### src/rtl/mem_wb_writeback.sv
// MEM/WB pipeline register with data-memory handshake tracking, load alignment
// and register-file write port; the registered WB fields also feed forwarding.
package regfilemux;
    typedef enum logic [3:0] {
        alu_out  = 4'd0,
        br_en    = 4'd1,
        u_imm    = 4'd2,
        lw       = 4'd3,
        pc_plus4 = 4'd4,
        lb       = 4'd5,
        lbu      = 4'd6,
        lh       = 4'd7,
        lhu      = 4'd8,
        store    = 4'd9
    } regfilemux_sel_t;
endpackage

module mem_wb_writeback (
    input  logic                        clk,
    input  logic                        rst,
    input  logic                        mem_valid,
    input  logic                        mem_flush,
    input  logic                        stall_in,
    input  logic                        mem_read,
    input  logic                        mem_write,
    input  logic [4:0]                  mem_rd,
    input  regfilemux::regfilemux_sel_t mem_regfile_sel,
    input  logic [31:0]                 mem_alu_out,
    input  logic [31:0]                 mem_u_imm,
    input  logic [31:0]                 mem_pc,
    input  logic                        mem_br_en,
    input  logic                        dmem_resp,
    input  logic [31:0]                 dmem_rdata,
    output logic                        mem_stall,
    output logic                        load_regfile,
    output logic [4:0]                  regfile_rd,
    output logic [31:0]                 regfile_in,
    output logic [4:0]                  MEM_WB_rd,
    output regfilemux::regfilemux_sel_t MEM_WB_regfile_sel,
    output logic [31:0]                 MEM_WB_alu_out,
    output logic [31:0]                 MEM_WB_mem_out,
    output logic [31:0]                 pc_wb,
    output logic [31:0]                 u_imm_wb,
    output logic                        flush_mem_wb,
    output logic [63:0]                 instret
);

    typedef enum logic [1:0] {S_RUN, S_WAIT, S_DRAIN} state_t;

    state_t                      state_q, state_d;
    logic                        squashed_q, squashed_d;
    logic                        buf_vld_q, buf_vld_d;
    logic [31:0]                 buf_q, buf_d;
    logic                        wb_valid_q;
    logic                        br_en_wb_q;
    logic [4:0]                  rd_q;
    regfilemux::regfilemux_sel_t sel_q;
    logic [31:0]                 alu_q, mem_out_q, pc_q, u_imm_q;
    logic [63:0]                 instret_q;

    logic        access, resp_live, advance;
    logic [31:0] mem_word, shifted, load_data;
    logic [15:0] half;

    // A buffered response or a squashed instruction no longer needs the memory.
    assign access    = mem_valid & (mem_read | mem_write) & ~squashed_q & ~buf_vld_q;
    assign resp_live = dmem_resp & ((state_q == S_WAIT) | ((state_q == S_RUN) & access));
    assign advance   = ~mem_stall & ~stall_in;
    assign mem_word  = buf_vld_q ? buf_q : dmem_rdata;

    always_comb begin
        state_d   = state_q;
        mem_stall = 1'b0;
        case (state_q)
            S_RUN: begin
                if (access & ~dmem_resp) begin
                    mem_stall = 1'b1;
                    state_d   = mem_flush ? S_DRAIN : S_WAIT;
                end
            end
            S_WAIT: begin
                if (dmem_resp) begin
                    state_d = S_RUN;
                end else begin
                    mem_stall = 1'b1;
                    if (mem_flush) state_d = S_DRAIN;
                end
            end
            S_DRAIN: begin
                mem_stall = 1'b1;
                if (dmem_resp) state_d = S_RUN;
            end
            default: state_d = S_RUN;
        endcase
    end

    // A flush that cannot advance yet is remembered until the slot moves on.
    always_comb begin
        squashed_d = advance ? 1'b0 : (squashed_q | mem_flush);
        buf_vld_d  = advance ? 1'b0 : (buf_vld_q | resp_live);
        buf_d      = (resp_live & ~buf_vld_q) ? dmem_rdata : buf_q;
    end

    always_ff @(posedge clk) begin
        if (!rst) begin
            state_q    <= S_RUN;
            squashed_q <= 1'b0;
            buf_vld_q  <= 1'b0;
            buf_q      <= '0;
            wb_valid_q <= 1'b0;
            br_en_wb_q <= 1'b0;
            rd_q       <= '0;
            sel_q      <= regfilemux::alu_out;
            alu_q      <= '0;
            mem_out_q  <= '0;
            pc_q       <= '0;
            u_imm_q    <= '0;
            instret_q  <= '0;
        end else begin
            state_q    <= state_d;
            squashed_q <= squashed_d;
            buf_vld_q  <= buf_vld_d;
            buf_q      <= buf_d;
            if (advance) begin
                wb_valid_q <= mem_valid & ~mem_flush & ~squashed_q;
                br_en_wb_q <= mem_br_en;
                rd_q       <= mem_rd;
                sel_q      <= mem_regfile_sel;
                alu_q      <= mem_alu_out;
                mem_out_q  <= mem_word;
                pc_q       <= mem_pc;
                u_imm_q    <= mem_u_imm;
                if (wb_valid_q) instret_q <= instret_q + 64'd1;
            end
        end
    end

    assign shifted = mem_out_q >> {alu_q[1:0], 3'b000};
    assign half    = alu_q[1] ? mem_out_q[31:16] : mem_out_q[15:0];

    always_comb begin
        load_data = mem_out_q;
        case (sel_q)
            regfilemux::lb:  load_data = {{24{shifted[7]}}, shifted[7:0]};
            regfilemux::lbu: load_data = {24'b0, shifted[7:0]};
            regfilemux::lh:  load_data = {{16{half[15]}}, half};
            regfilemux::lhu: load_data = {16'b0, half};
            default:         load_data = mem_out_q;
        endcase
    end

    always_comb begin
        regfile_in = alu_q;
        case (sel_q)
            regfilemux::br_en:    regfile_in = {31'b0, br_en_wb_q};
            regfilemux::u_imm:    regfile_in = u_imm_q;
            regfilemux::pc_plus4: regfile_in = pc_q + 32'd4;
            regfilemux::lw, regfilemux::lb, regfilemux::lbu,
            regfilemux::lh, regfilemux::lhu: regfile_in = load_data;
            default:              regfile_in = alu_q;
        endcase
    end

    assign load_regfile       = wb_valid_q & (rd_q != 5'd0) & (sel_q != regfilemux::store);
    assign regfile_rd         = rd_q;
    assign MEM_WB_rd          = rd_q;
    assign MEM_WB_regfile_sel = sel_q;
    assign MEM_WB_alu_out     = alu_q;
    assign MEM_WB_mem_out     = mem_out_q;
    assign pc_wb              = pc_q;
    assign u_imm_wb           = u_imm_q;
    assign flush_mem_wb       = ~wb_valid_q;
    assign instret            = instret_q;

endmodule

### config.mk
export PLATFORM = sky130hd
export DESIGN_NAME = mem_wb_writeback
export DESIGN_NICKNAME = d
export VERILOG_FILES = /design/src/rtl/mem_wb_writeback.sv
export SDC_FILE = /design/constraint.sdc
export NUM_CORES = 1
export LEC_CHECK = 0
export CAP_MARGIN = 15
export CELL_PAD_IN_SITES_DETAIL_PLACEMENT = 2
export CELL_PAD_IN_SITES_GLOBAL_PLACEMENT = 2
export CORE_MARGIN = 5
export CORE_UTILIZATION = 27
export CTS_CLUSTER_DIAMETER = 50
export CTS_CLUSTER_SIZE = 10
export DETAILED_ROUTE_END_ITERATION = 8
export GPL_TIMING_DRIVEN = 0
export PLACE_DENSITY = 0.95
export SLEW_MARGIN = 40
export SYNTH_ARGS = -nofsm -noshare
export SYNTH_HDL_FRONTEND = slang
export SYNTH_SLANG_ARGS = --single-unit
### constraint.sdc
create_clock -name clk -period 4.6 [get_ports clk]
set_input_delay 0.46 -clock clk [delete_from_list [all_inputs] [get_ports clk]]
set_output_delay 0.46 -clock clk [all_outputs]
set_load 0.01 [all_outputs]
==> results <==
[critical path: cells and delay by family, from the launching register on]
family	cells	cell delay [ns]
buffers and inverters	3	1.50
flip-flops	1	0.39
XOR/XNOR	1	0.55
AO/OA/AOI/OAI	2	0.50
AND/OR/NAND/NOR	1	0.53
[worst max-delay path by stage]
stage,endpoint,slack [ns],from,depth (start not counted)
6_report,regfile_in[14],0.1,MEM_WB_regfile_sel[0],7
5_1_grt,regfile_in[14],0.01,MEM_WB_regfile_sel[0],7
4_1_cts,regfile_in[14],0.03,MEM_WB_regfile_sel[0],7
3_5_place_dp,regfile_in[14],0.66,MEM_WB_regfile_sel[0],7
3_3_place_gp,regfile_in[14],0.80,MEM_WB_regfile_sel[1],7
2_1_floorplan,regfile_in[20],2.08,MEM_WB_regfile_sel[0],6
[report_power, final]
part           leakage [nW]  total (mW)  internal (mW)  switching, mW
sequential             1.95        2.33           2.17          0.160
clock                 0.621        2.97           1.85           1.12
combinational          3.29        1.21          0.525          0.682
total                  5.86        6.52           4.55           1.97
[metal layers]
layer	global-route usage, %	vias up	share of wire (%)	routed length (um)
met5	0	-	0.10	73
met4	12.0	10	4.5	3240
met3	6.57	182	7.5	5450
met2	52.0	698	50	36100
met1	32.4	7386	38	27700
li1	-	6379	-	-
[kinds of logic (layout without fill, tap and decap cells)]
group	count (synthesis)	after routing	share of synthesized area, %
simple gates	638	638	25.4
compound gates	432	432	22.6
flops	239	239	40.7
buf+inv	136	588	4.64
mux	53	53	4.54
xor+xnor	26	26	1.94
fa+ha+maj	3	3	0.298
other cells	0	1	0
[state kept, by name, summed over array words and instances, names as in the netlist]
register	count
buf_vld_q	1
MEM_WB_mem_out	32
MEM_WB_rd	5
br_en_wb_q	1
state_q	2
MEM_WB_alu_out	32
pc_wb	32
squashed_q	1
buf_q	32
u_imm_wb	32
wb_valid_q	1
instret	64
MEM_WB_regfile_sel	4
[Yosys cell counts, drive strengths merged (12+ instances only)]
cell type | n | area [sq um]
a211oi | 35 | 275
a21oi | 179 | 896
a31oi | 21 | 131
buf | 25 | 129
clkbuf | 92 | 345
dfxtp | 239 | 4780
inv | 19 | 71.3
mux2i | 50 | 500
nand2 | 311 | 1170
nand2b | 14 | 87.6
nand3 | 69 | 345
nand4 | 39 | 244
nor2 | 92 | 345
nor4 | 20 | 131
o21ai | 86 | 430
o31ai | 21 | 158
or3 | 24 | 150
or4 | 21 | 158
xnor2 | 12 | 105
xor2 | 14 | 123
[through the flow]
step / cells / worst slack [ns] / cell area, sq um / hold slack [ns] / total power, mW
2_1_floorplan: 1527 / 2.08 / 11800 / 0.436 / 2.78
3_3_place_gp: 2498 / 0.798 / 16400 / 0.443 / 3.48
3_5_place_dp: 2498 / 0.660 / 16400 / 0.454 / 3.54
4_1_cts: 2564 / 0.0310 / 17700 / 0.454 / 6.54
5_1_grt: 2565 / 0.0112 / 17700 / 0.478 / 6.70
6_report: 2565 / 0.0971 / 17700 / 0.464 / 6.52
[layout make-up]
cell class,count,area [sq um],share of cell area [%]
Antenna cell,1,2.50,0.0142
Buffer,117,474,2.68
Clock buffer,50,1060,5.98
Clock inverter,16,209,1.18
Inverter,19,71.3,0.403
Multi-Input combinational cell,1152,6490,36.7
Sequential cell,239,4780,27.1
Tap cell,585,732,4.14
Timing Repair Buffer,386,3860,21.8
==> flow_metrics.py <==
metrics = {
    "timing": {
        "tns_ns": 0,
        "period_share_pct": 97.9,
        "finalHoldViolations": 0,
        "rsz0062_at_grt": "false",
        "min_period_ns": 4.50,
        "slew_headroom_pct": 42.6,
        "slew_viol_final": 0,
        "setup_viol": 0,
        "worst_pin_slew_ns": 0.858,
        "max_freq_mhz": 222,
        "clock_skew_ns": 0.0319,
    },
    "route": {
        "routed-via-count": 14700,
        "first_pass_iters": 6,
        "antenna_left": 0,
        "wl_per_cell_um": 28.3,
        "drtIter0Drc": 1030,
        "routed_wl_mm": 72.5,
        "drc": 0,
        "vias_per_cell": 5.71,
    },
    "setup_path": {
        "worst_r2r_path_depth": 8,
        "worstSetupStartpointType": "flip-flop",
        "worstSetupEndpointType": "output port",
        "r2r_slack_ns": 1.26,
        "cp_cell_sequence": "clkbuf_1 -> nor3_1 -> xor2_2 -> clkbuf_1 -> a22oi_1 -> o211ai_1 -> clkdlybuf4s50_1",
        "critPathRequiredTime_ns": 4.14,
        "critPathArrivalTime_ns": 4.04,
        "path_max_fanout": 10,
        "crit_slowest_cell": "clkdlybuf4s50_1",
        "crit_type": "flip-flop to output port",
        "reg2reg_from": "instret[0]",
        "crit_path_frequent_cell": "clkbuf_1",
        "critical-path-max-stage-delay_ns": 0.64,
        "r2r_end": "instret[32]",
    },
    "floorplan": {
        "dieHeight_um": 219,
        "core_sq_um": 43100,
        "start_util_pct": 27.3,
        "die_width_um": 219,
        "dieArea_sq_um": 47900,
        "row_count": 76,
        "io_pins": 387,
    },
    "place": {
        "dpl.hpwl_mm": 54.7,
        "gp_congestion": 0.880,
        "place.port_buffers": 386,
    },
    "yosys": {
        "postSynthCellCount": 1527,
        "ys_seq_elements": 239,
        "ys.flop_type": "dfxtp_1",
        "yosysSeqAreaShare_pct": 40.7,
        "synth_area_sq_um": 11800,
        "synth.net_count": 1675,
        "synth_area_per_cell_sq_um": 7.71,
        "synth_edf_count": 0,
        "yosysWarnings": 0,
        "ys_types": 67,
        "async_flop_share_pct": 0,
    },
    "power_and_ir_drop": {
        "leakagePower_nw": 5.86,
        "ir_worst_vdd_v": 0.000213,
        "pwr_density_cell_nw_per_um2": 368,
    },
    "worst_hold_path": {
        "min_path_cells": 2,
        "min_from": "buf_q[13]",
        "hp-class": "flip-flop to flip-flop",
        "whs_endpoint": "buf_q[13]",
    },
    "clocking": {
        "cts_sinks": 239,
        "postCtsSetupBuffers": 0,
        "cts_tree": "yes",
        "path_clk_slew_ns": 0.06,
        "root_buffer": "clkbuf_16",
        "h-tree-depth": 2,
        "cts_buffers": 38,
        "cts_buffer_depth": 3,
        "clk_latency_ns": 0.55,
        "postCtsResizedCells": 0,
        "postCtsHoldBufs": 0,
    },
    "final_layout": {
        "syn_to_final_growth_pct": 50.3,
        "nNetsFinal": 2101,
        "final_util_pct": 41.1,
        "drive_gt1_share_pct": 4.80,
        "final_cell_mix": "386 x clkdlybuf4s50_1, 311 x nand2_1, 239 x dfxtp_1",
        "nFillCells": 4771,
        "layout_commonest_cell": "clkdlybuf4s50_1",
    },
    "status": {
        "outcome": "finished, final reports clean",
    },
    "global_routing": {
        "grt_usage_pct": 28.7,
        "grt_pass1_vias": 16100,
        "grt_pass1_wl_mm": 105,
        "gr-total-overflow": 0,
        "antenna_found_initial": 6,
        "grt_max_degree": 11,
    },
    "job": {
        "maxCapViolations": 0,
    },
}
(Power assumes the default switching activity.)
